**config.mk**
```make
export PLATFORM = sky130hd
export DESIGN_NAME = pc_unit
export DESIGN_NICKNAME = d
export VERILOG_FILES = /design/src/rtl/pc_unit_pkg.sv /design/src/rtl/pc_next_mux.sv /design/src/rtl/pc_unit.sv
export SDC_FILE = /design/constraint.sdc
export NUM_CORES = 1
export LEC_CHECK = 0
export ABC_CLOCK_PERIOD_IN_PS = 2500
export BUFFER_PORTS_ARGS = -buffer_cell sky130_fd_sc_hd__clkbuf_2
export CAP_MARGIN = 15
export CELL_PAD_IN_SITES_DETAIL_PLACEMENT = 1
export CELL_PAD_IN_SITES_GLOBAL_PLACEMENT = 2
export CORE_MARGIN = 3
export CORE_UTILIZATION = 28
export CTS_BUF_LIST = sky130_fd_sc_hd__clkbuf_8
export DETAILED_ROUTE_END_ITERATION = 10
export PLACE_DENSITY = 0.83
export SYNTH_ARGS = -nofsm -noshare
export SYNTH_HDL_FRONTEND = slang
export SYNTH_HIERARCHICAL = 1
export SYNTH_SLANG_ARGS = --single-unit
```
**constraint.sdc**
```tcl
create_clock -name clk -period 2.5 [get_ports clk]
set_clock_uncertainty 0.1 [all_clocks]
set_input_delay 0.375 -clock clk [delete_from_list [all_inputs] [get_ports clk]]
set_output_delay 0.375 -clock clk [all_outputs]
set_load 0.01 [all_outputs]
```
**src/rtl/pc_unit_pkg.sv**
```systemverilog
// ============================================================================
// Module : pc_unit_pkg
// Brief  : Shared widths, the default reset vector and the PC state encoding.
// Rev    : 1.0 - initial release
// ============================================================================
`default_nettype none

package pc_unit_pkg;

   localparam int DATA_WIDTH_32 = 32;
   localparam logic [31:0] DEFAULT_RESET_VECTOR = 32'h0000_0000;

   typedef enum logic [1:0] {
      PC_BOOT   = 2'b00,
      PC_RUN    = 2'b01,
      PC_HALTED = 2'b10
   } pc_state_e;

endpackage

`default_nettype wire

```
**src/rtl/pc_next_mux.sv**
```systemverilog
// ============================================================================
// Module : pc_next_mux
// Brief  : Priority selector for the next PC and next state.
//          PC_MISALIGN_CHECK_EN: reject misaligned branch targets.
// Rev    : 1.0 - initial release
// ============================================================================
`default_nettype none

module pc_next_mux
   import pc_unit_pkg::*;
#(
   parameter int DATA_WIDTH = DATA_WIDTH_32
) (
   input  pc_state_e               state,
   input  logic [DATA_WIDTH-1:0]   pc,
   input  logic [DATA_WIDTH-1:0]   pc_plus_step,
   input  logic                    stall,
   input  logic                    branch_taken,
   input  logic [DATA_WIDTH-1:0]   branch_target,
   input  logic                    trap_req,
   input  logic [DATA_WIDTH-1:0]   trap_vector,
   input  logic                    halt_req,
   input  logic                    resume,
   input  logic                    fetch_ready,
   output logic [DATA_WIDTH-1:0]   next_pc,
   output pc_state_e               next_state,
   output logic                    reject
);

   localparam logic [DATA_WIDTH-1:0] c_align_mask = ~DATA_WIDTH'(3);

   logic [DATA_WIDTH-1:0] w_trap_pc;
   logic [DATA_WIDTH-1:0] w_branch_pc;
   logic                  w_branch_bad;

   assign w_trap_pc   = trap_vector & c_align_mask;
   assign w_branch_pc = branch_target & c_align_mask;

`ifdef PC_MISALIGN_CHECK_EN
   assign w_branch_bad = (branch_target != w_branch_pc);
`else
   assign w_branch_bad = 1'b0;
`endif

   always_comb begin
      next_pc    = pc;
      next_state = state;
      reject     = 1'b0;
      case (state)
         PC_BOOT: begin
            next_state = PC_RUN;
         end
         PC_RUN: begin
            // A rejected branch falls through to the lower-priority actions.
            if (trap_req) begin
               next_pc = w_trap_pc;
            end else if (branch_taken && !w_branch_bad) begin
               next_pc = w_branch_pc;
            end else begin
               reject = branch_taken;
               if (halt_req) begin
                  next_state = PC_HALTED;
               end else if (fetch_ready && !stall) begin
                  next_pc = pc_plus_step;
               end
            end
         end
         PC_HALTED: begin
            if (trap_req) begin
               next_pc    = w_trap_pc;
               next_state = PC_RUN;
            end else if (resume) begin
               next_state = PC_RUN;
            end
         end
         default: begin
            next_state = PC_BOOT;
         end
      endcase
   end

endmodule

`default_nettype wire

```
**src/rtl/pc_unit.sv**
```systemverilog
// ============================================================================
// Module : pc_unit
// Brief  : Program-counter unit with fetch handshake, stall, halt/resume, trap.
//          PC_MISALIGN_CHECK_EN enables misaligned branch-target detection.
// Rev    : 1.0 - initial release
// ============================================================================
`default_nettype none

module pc_unit
   import pc_unit_pkg::*;
#(
   parameter int                    DATA_WIDTH   = DATA_WIDTH_32,
   parameter logic [DATA_WIDTH-1:0] RESET_VECTOR = DATA_WIDTH'(DEFAULT_RESET_VECTOR),
   parameter int                    STEP         = 4
) (
   input  logic                    clk,
   input  logic                    rst,
   input  logic                    stall,
   input  logic                    branch_taken,
   input  logic [DATA_WIDTH-1:0]   branch_target,
   input  logic                    trap_req,
   input  logic [DATA_WIDTH-1:0]   trap_vector,
   input  logic                    halt_req,
   input  logic                    resume,
   input  logic                    fetch_ready,
   output logic [DATA_WIDTH-1:0]   pc,
   output logic                    pc_valid,
   output logic [DATA_WIDTH-1:0]   pc_plus_step,
   output logic                    halted,
   output logic                    misaligned,
   output logic [DATA_WIDTH-1:0]   misaligned_addr
);

   localparam logic [DATA_WIDTH-1:0] c_step = DATA_WIDTH'(STEP);

   pc_state_e             r_state;
   logic [DATA_WIDTH-1:0] r_pc;
   logic                  r_pc_valid;
   logic                  r_halted;
   logic                  r_misaligned;
   logic [DATA_WIDTH-1:0] r_misaligned_addr;

   pc_state_e             w_next_state;
   logic [DATA_WIDTH-1:0] w_next_pc;
   logic                  w_reject;
   logic [DATA_WIDTH-1:0] w_pc_plus_step;

   assign w_pc_plus_step = r_pc + c_step;

   pc_next_mux #(
      .DATA_WIDTH (DATA_WIDTH)
   ) u_next_mux (
      .state         (r_state),
      .pc            (r_pc),
      .pc_plus_step  (w_pc_plus_step),
      .stall         (stall),
      .branch_taken  (branch_taken),
      .branch_target (branch_target),
      .trap_req      (trap_req),
      .trap_vector   (trap_vector),
      .halt_req      (halt_req),
      .resume        (resume),
      .fetch_ready   (fetch_ready),
      .next_pc       (w_next_pc),
      .next_state    (w_next_state),
      .reject        (w_reject)
   );

   // Status flags are registered from the next state so they line up with pc.
   always_ff @(posedge clk) begin
      if (rst) begin
         r_state           <= PC_BOOT;
         r_pc              <= RESET_VECTOR;
         r_pc_valid        <= 1'b0;
         r_halted          <= 1'b0;
         r_misaligned      <= 1'b0;
         r_misaligned_addr <= '0;
      end else begin
         r_state      <= w_next_state;
         r_pc         <= w_next_pc;
         r_pc_valid   <= (w_next_state == PC_RUN);
         r_halted     <= (w_next_state == PC_HALTED);
         r_misaligned <= w_reject;
         if (w_reject) begin
            r_misaligned_addr <= branch_target;
         end
      end
   end

   assign pc              = r_pc;
   assign pc_valid        = r_pc_valid;
   assign pc_plus_step    = w_pc_plus_step;
   assign halted          = r_halted;
   assign misaligned      = r_misaligned;
   assign misaligned_addr = r_misaligned_addr;

endmodule

`default_nettype wire
```
==> results.txt, run 1 <==
- The first global-routing pass estimated 29190 um of wire.
- The initial antenna violation count came to 1.
* Worst Setup Path Type: reg2out
* Worst Reg2Reg Path Length in Cells: 10
- Share of final-layout standard cells stronger than drive strength 1: 33.18%
* IR Drop Worst-Case VDD: 212.3 uV
- Endpoint of the worst hold-timing path: pc[2]$_SDFF_PP0_
- The die covers 18990 um2.
* Total CTS buffers: 9
* Critical path fanouts, max: 5
- After the last flow step, the layout net total stands at 920.
- Number of unique standard cell types used by synthesis: 39
* Number of nets produced by synthesis: 740
* Via count of the routed design: 5483
- Counting every sink on the clock net gives 69.
- The via count of the first global-routing pass was 5477.
* Total of warnings raised by yosys: 6
- Die height: 137.8 um
* X dimension of the die: 137.8 um
- On the critical path, the stage with the largest delay is an instance of or3_4.
- In this run the worst hold path is classified as in2reg.
- Placeable core region: 16820 um2
- Slew Viols, Final: 0
- Uppermost metal layer occupied by signal nets: met5
- In this run the power density over the cells is 442.0 nW/um2.
- Summed over all nets, wire length on met2 after detailed routing comes to 8971 um.
- Using the TritonRoute via totals, the vias-per-cell ratio works out to 5.139.
- Row count: 47
- Aggregate routed wire length: 18750 um
- Of all cell types, the one taking the most synthesized area is dfxtp_1.
- Sequential cells were found to cover 28.40% of the synthesized design area.
- In the final routing, the length of wire on met1 measures 8547 um.
- In this run the critical register-to-register path is captured at pc[31]$_SDFF_PP0_.
* Async set-or-reset flop fraction in the synthesized netlist: 0%
* Most used flip-flop cell after synthesis: dfxtp_1
- By count the netlist is led by nand2_1 (101), dfxtp_1 (69), inv_1 (63).
- Routability-driven placement congestion ratio: 0.7990
- Synth top area share: 28.40%
- Counting flops with a built-in enable in the synthesized netlist gives 0.
- Buffering stage count on the worst path with inverters included: 1
* CP peak stage delay: 450 ps
- TritonCTS built the clock tree.
* GRT overflow: 0
- The flow ran to the end, and the final reports show no timing, DRC or antenna violations.
- Headroom to the max-slew limit came out at 60.12%.
- Tcrit/Tclk final: 98.24%
- Synthesized netlist cell count: 663
- Synthesis-stage register bit count: 69
* Setup repair after global routing missed its margin: true
* Layout Utilization: 39.38%
- Worst-path clk slew: 80 ps
* Initial Util: 28.92%
- Worst EP arrival: 1980 ps
* Internal reg-to-reg setup slack: 170 ps
- Global routing used 19.50% of the available tracks across all layers.
- Number of iterations in the first detailed-routing pass: 4
- Data on the critical path is required at its endpoint by 2030 ps.
- Largest cells by area after synthesis: dfxtp_1 (28%), nand2_1 (7.8%), mux2i_1 (6.6%)
- Routed len/inst: 17.57 um
- The startpoint identified for the worst hold timing path is trap_vector[2].
* Clock buffer depth: 2
* Launching element type of the critical path: flop
* Highest clock frequency the design can meet: 0.4072 GHz
- Remaining antenna violation count after routing: 0
* Skew-Pair Late Insertion Delay: 370 ps
- Hold Slack: 357.5 ps
- During I/O placement, the number of pins put on the boundary was 171.
- Entering global routing, the biggest net connects 68 pins.
- Buffers placed on the I/O ports in this run total 168.
* Number of max-capacitance violations reported: 0
* Final count of hold timing violations: 0
- Summing every instance area after synthesis gives 4863 um2.
* Time the worst path needs with I/O delays and setup: 2456 ps
- Most used standard cell by instance count after synthesis: nand2_1
- Critical path, cell by cell: nand4_4 -> or3_4 -> nor3b_2 -> xor2_1 -> buf_2
* Instance count along the most critical hold path: 5
* DR iter-0 viols: 227
- DRC violation count after routing: 0
- The clock tree synthesis step divided the H-tree into 3 levels.
- Reg2Reg Launch Point: pc[9]$_SDFF_PP0_
* Cell at the root of the clock tree: clkbuf_8
* Gate family responsible for the most delay along the worst path: simple AND/OR/NAND/NOR gates
* Antenna diodes: 0
- Final setup violating endpoints: 0
- Sort of element at the end of the critical path: output port
- In the detailed route, the total length drawn on met3 is 976 um.
- In this run the static leakage power is 3.122 nW.
- For the final routed database, the setup TNS stands at 0 ps.
* Post-Syn Area per Cell: 7.335 um2
* Worst Tran Pin Value: 595.6 ps
* HPWL after detailed placement: 12940 um
- Area delta synth->final: 36.17%
placed cells by master, fill, tap and decap left out, drive strengths merged:
master	instances
clkbuf	171
a21oi	35
nor2b	38
nor4b	1
and4	5
or3b	1
a221o	1
ha	5
nand3	39
nand2b	1
mux2i	32
buf	68
a31oi	2
nand2	101
nor3b	4
o21a	29
a31o	1
inv	66
nand4	38
o2111ai	29
nor2	38
nor4	1
nor3	4
a22o	2
bufinv	1
xor2	11
or3	1
dfxtp	69
a221oi	29
and3	4
xnor2	17
conb	1
and2	2
state kept, by name, summed over array words and instances, names as in the netlist:
name	cells
pc	32
misaligned_addr	32
r_state	2
pc_valid	1
halted	1
misaligned	1
worst reg2reg max path: cells and delay by family (launching register included):
| family | cells | cell delay (ps) |
|---|---|---|
| buffers and inverters | 2 | 230 |
| AO/OA/AOI/OAI | 3 | 450 |
| flip-flops | 1 | 370 |
| AND/OR/NAND/NOR | 4 | 910 |
| XOR/XNOR | 1 | 220 |
stage by stage:
step	area [um2]	setup slack [ps]	cells	power [W]
CTS	6495	-8.378	1062	0.002958
global placement	6146	44.46	1039	0.001959
floorplan	4863	23.58	663	0.001657
detailed placement	6146	49.15	1039	0.001972
global route	6623	-30.46	1067	0.003105
finish	6623	44.11	1067	0.002927
cell families after synthesis:
group,Yosys count,synth area share [%]
buffers and inverters,122,10.21
other,1,0.07711
adder cells (fa/ha/maj),5,1.286
AO/OA/AOI/OAI,128,19.53
XOR/XNOR,28,5.042
multiplexers,32,6.586
AND/OR/NAND/NOR,278,28.87
flip-flops,69,28.40
metal layers:
metal  track usage (%)  vias to the layer above
met4             5.763                        2
met3             3.908                       18
met2             32.97                      129
met1             25.07                     2651
met5                 0                        -
li1                  -                     2683
power by group:
group          internal [W]  switching, W
sequential          0.00116     0.0000446
clock              0.000500      0.000461
combinational      0.000330      0.000431
cell type report:
cell class | instances | area, um2
Clock buffer | 11 | 151.4
Clock inverter | 4 | 41.29
Fill cell | 2170 | 10200
Inverter | 63 | 236.5
Multi-Input combinational cell | 472 | 3144
Sequential cell | 69 | 1405
Tap cell | 220 | 275.3
Timing Repair Buffer | 228 | 1369
what timing repair did:
action                                  CTS  global route
pin swaps                                 9            12
hold buffers                              0             0
buffers inserted                          8             4
resized for setup                        24            27
endpoints found under the hold margin     0             0
endpoints found under the setup margin   14            24
worst max path at each step:
stage / end / start / slack [ps] / cells after the start
floorplan: pc[30]$_SDFF_PP0_ / pc[2]$_SDFF_PP0_ / 20 / 9
global placement: pc[18]$_SDFF_PP0_ / pc[2]$_SDFF_PP0_ / 40 / 10
detailed placement: pc[18]$_SDFF_PP0_ / pc[2]$_SDFF_PP0_ / 50 / 10
CTS: pc_plus_step[22] / pc[2]$_SDFF_PP0_ / -8 / 8
global route: pc_plus_step[27] / pc[3]$_SDFF_PP0_ / -30 / 5
finish: pc_plus_step[27] / pc[9]$_SDFF_PP0_ / 40 / 5
(Power assumes the default switching activity.)
==> run 2: changes to the inputs <==
--- a/config.mk
+++ b/config.mk
@@ -5,16 +5,17 @@
 export SDC_FILE = /design/constraint.sdc
 export NUM_CORES = 1
 export LEC_CHECK = 0
+export ABC_AREA = 1
 export ABC_CLOCK_PERIOD_IN_PS = 2500
 export BUFFER_PORTS_ARGS = -buffer_cell sky130_fd_sc_hd__clkbuf_2
 export CAP_MARGIN = 15
 export CELL_PAD_IN_SITES_DETAIL_PLACEMENT = 1
 export CELL_PAD_IN_SITES_GLOBAL_PLACEMENT = 2
 export CORE_MARGIN = 3
-export CORE_UTILIZATION = 28
+export CORE_UTILIZATION = 26
 export CTS_BUF_LIST = sky130_fd_sc_hd__clkbuf_8
 export DETAILED_ROUTE_END_ITERATION = 10
-export PLACE_DENSITY = 0.83
+export PLACE_DENSITY = 0.82
 export SYNTH_ARGS = -nofsm -noshare
 export SYNTH_HDL_FRONTEND = slang
 export SYNTH_HIERARCHICAL = 1
==> run 2 against run 1 <==
  * Synthesized area rose by 7.3%
  * Count of clock-buffer cells in the layout did not move
  * Sequential share of layout area fell by 0.26 points
  * Core utilization fell by 5.6 points
  * Die area rose by 15%
  * Global-route usage rose by 0.18 points
  * Maximum frequency rose by 2.0%
  * Critical path type unchanged
  * Highest routed layer is now met4
==> results.txt, run 2 <==
- The minimum clock period after layout came to 2408 ps (-47.66 ps).
- The flow ran to the end, and the final reports show no timing, DRC or antenna violations.
- The count of input and output buffers came to 168 (unchanged).
- Static leakage power: 3.225 nW (+3.3%)
- The count of non-filler cells in the finished layout was 1316 (+23%).
- The final setup violation count is 0 (unchanged).
- Most used standard cell by instance count after synthesis: nand2_1
- Count of flip-flops with a built-in enable after synthesis: 0 (unchanged)
- Total CTS buffers: 9 (unchanged)
- Met3 Track Usage GR: 2.882% (-1.0 points)
- Final count of hold timing violations: 0 (unchanged)
* Share of final-layout standard cells stronger than drive strength 1: 24.36% (-8.8 points)
- Aggregate routed wire length: 22010 um (+17%)
- The average routed wire per standard cell is 16.73 um (-4.8%).
* GRT overflow: 0 (unchanged)
- The Yosys warning count is 6 (unchanged).
* IR Drop Worst-Case VDD: 203.7 uV (-4.0%)
* Antenna diodes: 0 (unchanged)
- The area of the die came to 21810 um2 (+15%).
- The cell family contributing the most delay on the critical path is simple AND/OR/NAND/NOR gates.
* Hold Slack: 308.2 ps (-49.32 ps)
* Fin Setup TNS: 0 ps (unchanged)
- Die height: 147.7 um (+7.2%)
* Nets@finish: 1123 (+22%)
- Count of buffers added by post-CTS timing repair for setup: 0 (-8)
* Async set-or-reset flop fraction in the synthesized netlist: 0% (unchanged)
* Slowest library cell on the worst path: dfxtp_1
- The post-route DRC violation count is 0 (unchanged).
- The iteration-0 DRC count of the detailed router came to 263 (+16%).
* Largest cells by area after synthesis: dfxtp_1 (26%), nand2_1 (21%), nor2_1 (13%)
- Synthesized netlist cell count: 896 (+35%)
- Commonest cells in the synthesized netlist: nand2_1 (297), nor2_1 (185), dfxtp_1 (69)
- HPWL after detailed placement: 16280 um (+26%)
- The power per standard cell area is 506.5 nW/um2 (+15%).
* Via count of the routed design: 6139 (+12%)
- The area of all placed cells without fillers was 6626 um2 (about the same).
- The H-tree depth was 3 (unchanged).
- Compared with the post-synthesis result, the final layout area differs by 26.94%.
- X dimension of the die: 147.7 um (+7.2%)
- GRT Resource Usage Total: 19.68% (+0.18 points)
* Number of nets produced by synthesis: 973 (+31%)
- The number of max-slew violations in the final report was 0 (unchanged).
- The via count of the first global-routing pass is 5975 (+9.1%).
* Internal reg-to-reg setup slack: 290 ps (+120 ps)
- The synthesized design spends more area on one cell type than any other, namely dfxtp_1.
- The fraction of post-synthesis cell area in the top cell type by area came to 26.46% (-1.9 points).
* Cell at the root of the clock tree: clkbuf_8
- Leading cell type in the layout, fill and taps excluded: nand2_1
- The arrival time at the worst endpoint was 1930 ps (-50 ps).
* Worst-path clk slew: 90 ps (about the same)
- Placed cell areas: 6379 um2 (+3.8%)
- Layout Utilization: 33.83% (-5.6 points)
- Global route hottest layer: met2
* Part of the Yosys area used for sequential elements: 26.46% (-1.9 points)
* Setup repair after global routing missed its margin: true
* Cell area after technology mapping: 5220 um2 (+7.3%)
- Global-route met1 utilization: 27.24% (+2.2 points)
- The floorplan row count was 51 (+8.5%).
* Highest clock frequency the design can meet: 0.4152 GHz (+2.0%)
- Required @ worst endpoint: 2030 ps (about the same)
* Buffering stage count on the worst path with inverters included: 2 (+1)
- Synthesis-stage register bit count: 69 (unchanged)
* Number of I/O pins: 171 (unchanged)
- Clock buffer depth: 2 (unchanged)
- The largest net degree at the start of global routing is 70 (+2.9%).
- The largest stage delay on the critical path is 430 ps (-20 ps).
- Worst path most repeated cell: nand2_1
- The last weighted congestion value of the routability-driven placer came to 0.8497 (+6.3%).
- Cell count after placement: 1300 (+25%)
- Sort of element at the end of the critical path: output port
- The latest clock arrival within the worst-skew pair came to 370 ps (about the same).
- Average via count per standard cell: 4.665 (-9.2%)
- Hold crit path type: in2reg
- In the layout the commonest cells are nand2_1 (296), nor2_1 (183), clkbuf_2 (168), a21oi_1 (63), dfxtp_1 (63).
* Critical path, cell by cell: buf_4 -> nand2_1 -> nor2_2 -> nand2_4 -> nor2_8 -> nand2_1 -> nand2_1 -> nand2_1 -> clkbuf_2
* Remaining antenna violation count after routing: 0 (unchanged)
- Tcrit/Tclk final: 96.33% (-1.9 points)
- Post-Syn Area per Cell: 5.826 um2 (-21%)
- Met2 usage: 32.81% (-0.17 points)
- Worst Setup Path Type: reg2out
- Initial Util: 26.65% (-2.3 points)
- The largest fanout of any net on the critical path is 5 (unchanged).
- The worst setup path is launched from a flop.
* TritonCTS clock tree: done
* Number of max-capacitance violations reported: 0 (unchanged)
- The number of sinks driven by the clock tree came to 69 (unchanged).
- The initial antenna violation count was 0 (-1).
- Placeable core region: 19590 um2 (+16%)
- The count of TritonRoute iterations in the first routing pass was 5 (+1).
- In the synthesized netlist the dominant register cell turns out to be dfxtp_1.
- The wire length of the first global-routing pass was 34030 um (+17%).
- Number of unique standard cell types used by synthesis: 31 (-21%)
[run 2: cell count changes after synthesis, moves of 13 or more]
| cell | change |
|---|---|
| mux2i_1 | -32 |
| a21oi_1 | +28 |
| nor2_1 | +147 |
| nand2_1 | +196 |
| o21a_1 | -29 |
| clkbuf_1 | -13 |
| a221oi_1 | -29 |
| nor2b_1 | -38 |
| a211oi_1 | +30 |
| o2111ai_1 | -29 |
[run 2: final timing paths]
| kind | startpoint | to | cells past startpoint |
|---|---|---|---|
| worst max register to register | pc[14]$_SDFF_PP0_ | pc[21]$_SDFF_PP0_ | 15 |
| worst max-delay path | pc[14]$_SDFF_PP0_ | pc_plus_step[21] | 9 |
| worst min register to register | misaligned_addr[0]$_SDFFE_PP0P_ | misaligned_addr[0]$_SDFFE_PP0P_ | 2 |
| worst min-delay path | trap_vector[10] | pc[10]$_SDFF_PP0_ | 7 |
[run 2: worst reg2reg max path, stage by stage (launching register included)]
cell and delay (ps):
dfxtp_1 430, buf_4 170, nand2_1 90, nor2_2 260
nand2_4 100, nor2_8 140, nand3b_1 90, nand2_1 140
nand4_1 120, nand3_1 110, nand2_1 50, nand2_1 50
nand2_1 50, a21oi_1 130, inv_1 50, nor2_1 70
[run 2: logic make-up (layout without fill, tap and decap cells)]
kind of cell,count (synthesis),count (layout),synth area share [%]
other,1,1,0.07184
adder cells (fa/ha/maj),5,5,1.198
flip-flops,69,69,26.46
XOR/XNOR,15,15,2.804
AO/OA/AOI/OAI,99,99,11.03
buffers and inverters,121,276,9.995
AND/OR/NAND/NOR,586,586,48.44
[run 2: layout make-up]
type | instances | area, um2
fillers | 2669 | 12960
repair buffers | 198 | 1116
inverters | 62 | 232.7
multi-input cells | 706 | 3347
clock inverters | 5 | 58.81
well taps | 265 | 331.6
clock buffers | 11 | 151.4
flip-flops and latches | 69 | 1389
[run 2: layer usage]
layer / vias to the layer above / share of wire, %
met2: 123 / 47
li1: 3134 / -
met4: 0 / 0.81
met3: 12 / 3.8
met5: - / 0
met1: 2870 / 48
[run 2: power by group]
part           internal (W)  switching, W
Sequential          0.00119      0.000110
Clock              0.000516      0.000515
Combinational      0.000388      0.000642
[run 2: repair_timing]
| action | 4_1_cts | 5_1_grt |
|---|---|---|
| hold buffers | 0 | 0 |
| endpoints found under the setup margin | 1 | 8 |
| gates resized for setup | 3 | 10 |
| pin swaps | 0 | 1 |
[run 2: per-stage QoR]
| stage | setup slack (ps) | total power [W] |
|---|---|---|
| floorplan | 383.3 | 0.001902 |
| global placement | 308.7 | 0.002325 |
| detailed placement | 226.0 | 0.002343 |
| CTS | 26.66 | 0.003383 |
| global route | -18.84 | 0.003562 |
| finish | 91.77 | 0.003356 |
==> run 3: changes to the inputs <==
--- a/config.mk
+++ b/config.mk
@@ -6,7 +6,7 @@
 export NUM_CORES = 1
 export LEC_CHECK = 0
 export ABC_AREA = 1
-export ABC_CLOCK_PERIOD_IN_PS = 2500
+export ABC_CLOCK_PERIOD_IN_PS = 2650
 export BUFFER_PORTS_ARGS = -buffer_cell sky130_fd_sc_hd__clkbuf_2
 export CAP_MARGIN = 15
 export CELL_PAD_IN_SITES_DETAIL_PLACEMENT = 1
==> constraint.sdc (replaced) <==
create_clock -name clk -period 2.65 [get_ports clk]
set_clock_uncertainty 0.1 [all_clocks]
set_input_delay 0.3975 -clock clk [delete_from_list [all_inputs] [get_ports clk]]
set_output_delay 0.3975 -clock clk [all_outputs]
set_load 0.01 [all_outputs]
==> run 3 against run 2 <==
  * Power shrank 11%
  * Die area is the same
  * Largest power group unchanged
  * Register-to-register slack gained 60 ps
  * Hold slack gained 37 ps
  * Core utilization shrank 0.76 points
  * First-iteration DRC count grew 63%
  * Count of clock-buffer cells in the layout shrank 1
  * Largest cell class unchanged
  * Global-route usage grew 0.21 points
==> results.txt, run 3 (same netlist as run 2, synthesis figures left out) <==
- The number of hold violations in the final report is 0 (unchanged).
- Share of final-layout standard cells stronger than drive strength 1: 22.50% (-1.9 points)
* First-pass GRT wire length: 34440 um (+1.2%)
- Hold Buf Count CTS: 0 (unchanged)
- Setup repair after global routing could not meet its margin everywhere.
- Normalized max-slew margin: 50.45%
- The clock transition at the registers of the reported paths was 80 ps (about the same).
* Time the worst path needs with I/O delays and setup: 2521 ps
- Aggregate routed wire length: 21800 um (-0.99%)
- The initial core utilization is 26.65% (unchanged).
- Antenna diodes: 0 (unchanged)
* Number of global-route vias before repair: 6097 (+2.0%)
- In this run the clock root is driven by a clkbuf_8.
* Number of antenna violations at the first check in global routing: 0 (unchanged)
- Fin Setup TNS: 0 ps (unchanged)
* Static leakage power: 3.156 nW (-2.1%)
* CP peak stage delay: 430 ps (about the same)
- The maximum count of clock buffers along a single path came to 2 (unchanged).
- The met3 wire length was 960 um (+16%).
* Worst setup timing slack at the placement stage: 298.1 ps (+72.09 ps)
* Count of buffers added by post-CTS timing repair for setup: 0 (unchanged)
* DR iter-0 viols: 430 (+63%)
* Port Buffer Count: 168 (unchanged)
- GRT overflow: 0 (unchanged)
- Critical path fanouts, max: 6 (+1)
- TritonCTS built the clock tree.
* Worst EP arrival: 2020 ps (+90 ps)
* X dimension of the die: 147.7 um (unchanged)
- The worst path required time was 2150 ps (+120 ps).
- Post-route insts no fill: 1305 (-0.84%)
* Uppermost metal layer occupied by signal nets: met4
* Largest net degree at the start of global routing: 70 (unchanged)
- Average via count per standard cell: 4.735 (+1.5%)
* TritonCTS Sinks: 69 (unchanged)
* Number of max-capacitance violations reported: 0 (unchanged)
- Sort of element at the end of the critical path: output port
- Detailed-routed wire length on met2: 9830 um (-4.9%)
* Number of iterations in the first detailed-routing pass: 4 (-1)
* Hold crit path type: in2reg
* Row count: 51 (unchanged)
- Walking the worst path, the cells encountered are ha_1 -> nand2_1 -> nor2_2 -> nand2_2 -> nor2_4 -> xor2_1 -> clkbuf_2.
- Via count of the routed design: 6179 (+0.65%)
* Most used cells in the layout excluding fill and tap cells: nand2_1 (297), nor2_1 (184), clkbuf_2 (168), dfxtp_1 (69), a21oi_1 (63)
* Min setup slack post-route: 129.3 ps (+37.56 ps)
- Area of the multi-input gates: 3337 um2 (-0.30%)
- The core footprint was 19590 um2 (unchanged).
- Worst Setup Path Type: reg2out
- The power per standard cell area came to 459.2 nW/um2 (-9.3%).
- The boundary pin count is 171 (unchanged).
- Cell count after placement: 1290 (-0.77%)
* Worst Tran Pin Value: 742.2 ps
- Die Area: 21810 um2 (unchanged)
* Register Area: 1381 um2 (-0.54%)
- DRC violation count after routing: 0 (unchanged)
- The library cell used most frequently in the layout, excluding fill and tap cells, is nand2_1.
- The number of nets with antenna violations after detailed routing came to 0 (unchanged).
- Fill count: 2703 (+1.3%)
- The flow ran to the end, and the final reports show no timing, DRC or antenna violations.
- Routed len/inst: 16.70 um (-0.16%)
* IR Drop Worst-Case VDD: 173.5 uV (-15%)
- The y dimension of the die came to 147.7 um (unchanged).
- HPWL after detailed placement: 16020 um (-1.6%)
- GRT Resource Usage Total: 19.89% (+0.21 points)
- The number of max-slew violations in the final report was 0 (unchanged).
* Slowest library cell on the worst path: dfxtp_1
- The latest clock arrival within the worst-skew pair came to 380 ps (about the same).
- Launching element type of the critical path: flop
- Area delta synth->final: 24.09%
* Nets@finish: 1113 (-0.89%)
- Met1 routed wirelength after detailed routing: 10530 um (-1.4%)
- The last weighted congestion value of the routability-driven placer is 0.8453 (-0.52%).
- Derived from the worst setup path, the maximum achievable clock frequency is 0.3967 GHz.
- Final setup violating endpoints: 0 (unchanged)
- Tcrit/Tclk final: 95.12%
* Hold Slack: 345.2 ps (+37.05 ps)
* Number of H-tree branching levels: 3 (unchanged)
* Total CTS buffers: 9 (unchanged)
## run 3: worst paths after layout
kind	start	to	slack, ps	depth (start not counted)
max	pc[2]$_SDFF_PP0_	pc_plus_step[18]	130	7
min	resume	halted$_SDFF_PP0_	350	6
max reg2reg	pc[2]$_SDFF_PP0_	pc[28]$_SDFF_PP0_	350	15
min reg2reg	misaligned_addr[24]$_SDFFE_PP0P_	misaligned_addr[24]$_SDFFE_PP0P_	360	2
## run 3: final cells by class
type                            instances  share of cell area [%]
Clock buffer                           10                   2.125
Tap cell                              265                   5.119
Clock inverter                          5                  0.4443
Sequential cell                        69                   21.33
Inverter                               62                   3.593
Multi-Input combinational cell        706                   51.52
Timing Repair Buffer                  188                   15.88
## run 3: worst max-delay path, delay by kind of cell, from the launching register on
kind | cells | cell delay (ps)
XOR/XNOR | 1 | 220
adder cells (fa/ha/maj) | 1 | 240
buffers and inverters | 1 | 190
flip-flops | 1 | 430
AND/OR/NAND/NOR | 4 | 580
## run 3: layer usage
metal | global-route usage (%) | vias up
met2 | 31.91 | 152
met3 | 2.544 | 27
met5 | 0 | -
li1 | - | 3107
met4 | 6.477 | 0
met1 | 27.75 | 2893
## run 3: report_power, final
| part | switching, W | total [W] | internal (W) |
|---|---|---|---|
| combinational | 0.000587 | 0.000933 | 0.000346 |
| clock | 0.000455 | 0.000809 | 0.000354 |
| sequential | 0.000117 | 0.00123 | 0.00112 |
| total | 0.00116 | 0.00297 | 0.00182 |
## run 3: stage by stage
step / power (W) / area, um2 / util [%]
floorplan: 0.001794 / 5220 / -
global placement: 0.002173 / 6291 / 32.11
detailed placement: 0.002187 / 6291 / 32.11
CTS: 0.003019 / 6457 / 32.96
global route: 0.003194 / 6477 / 33.07
finish: 0.002974 / 6477 / 33.07
## run 3: timing repair
item                                    4_1_cts  5_1_grt
gates resized for setup                       0        4
endpoints found under the setup margin        0        5
hold endpoints to repair                      0        0
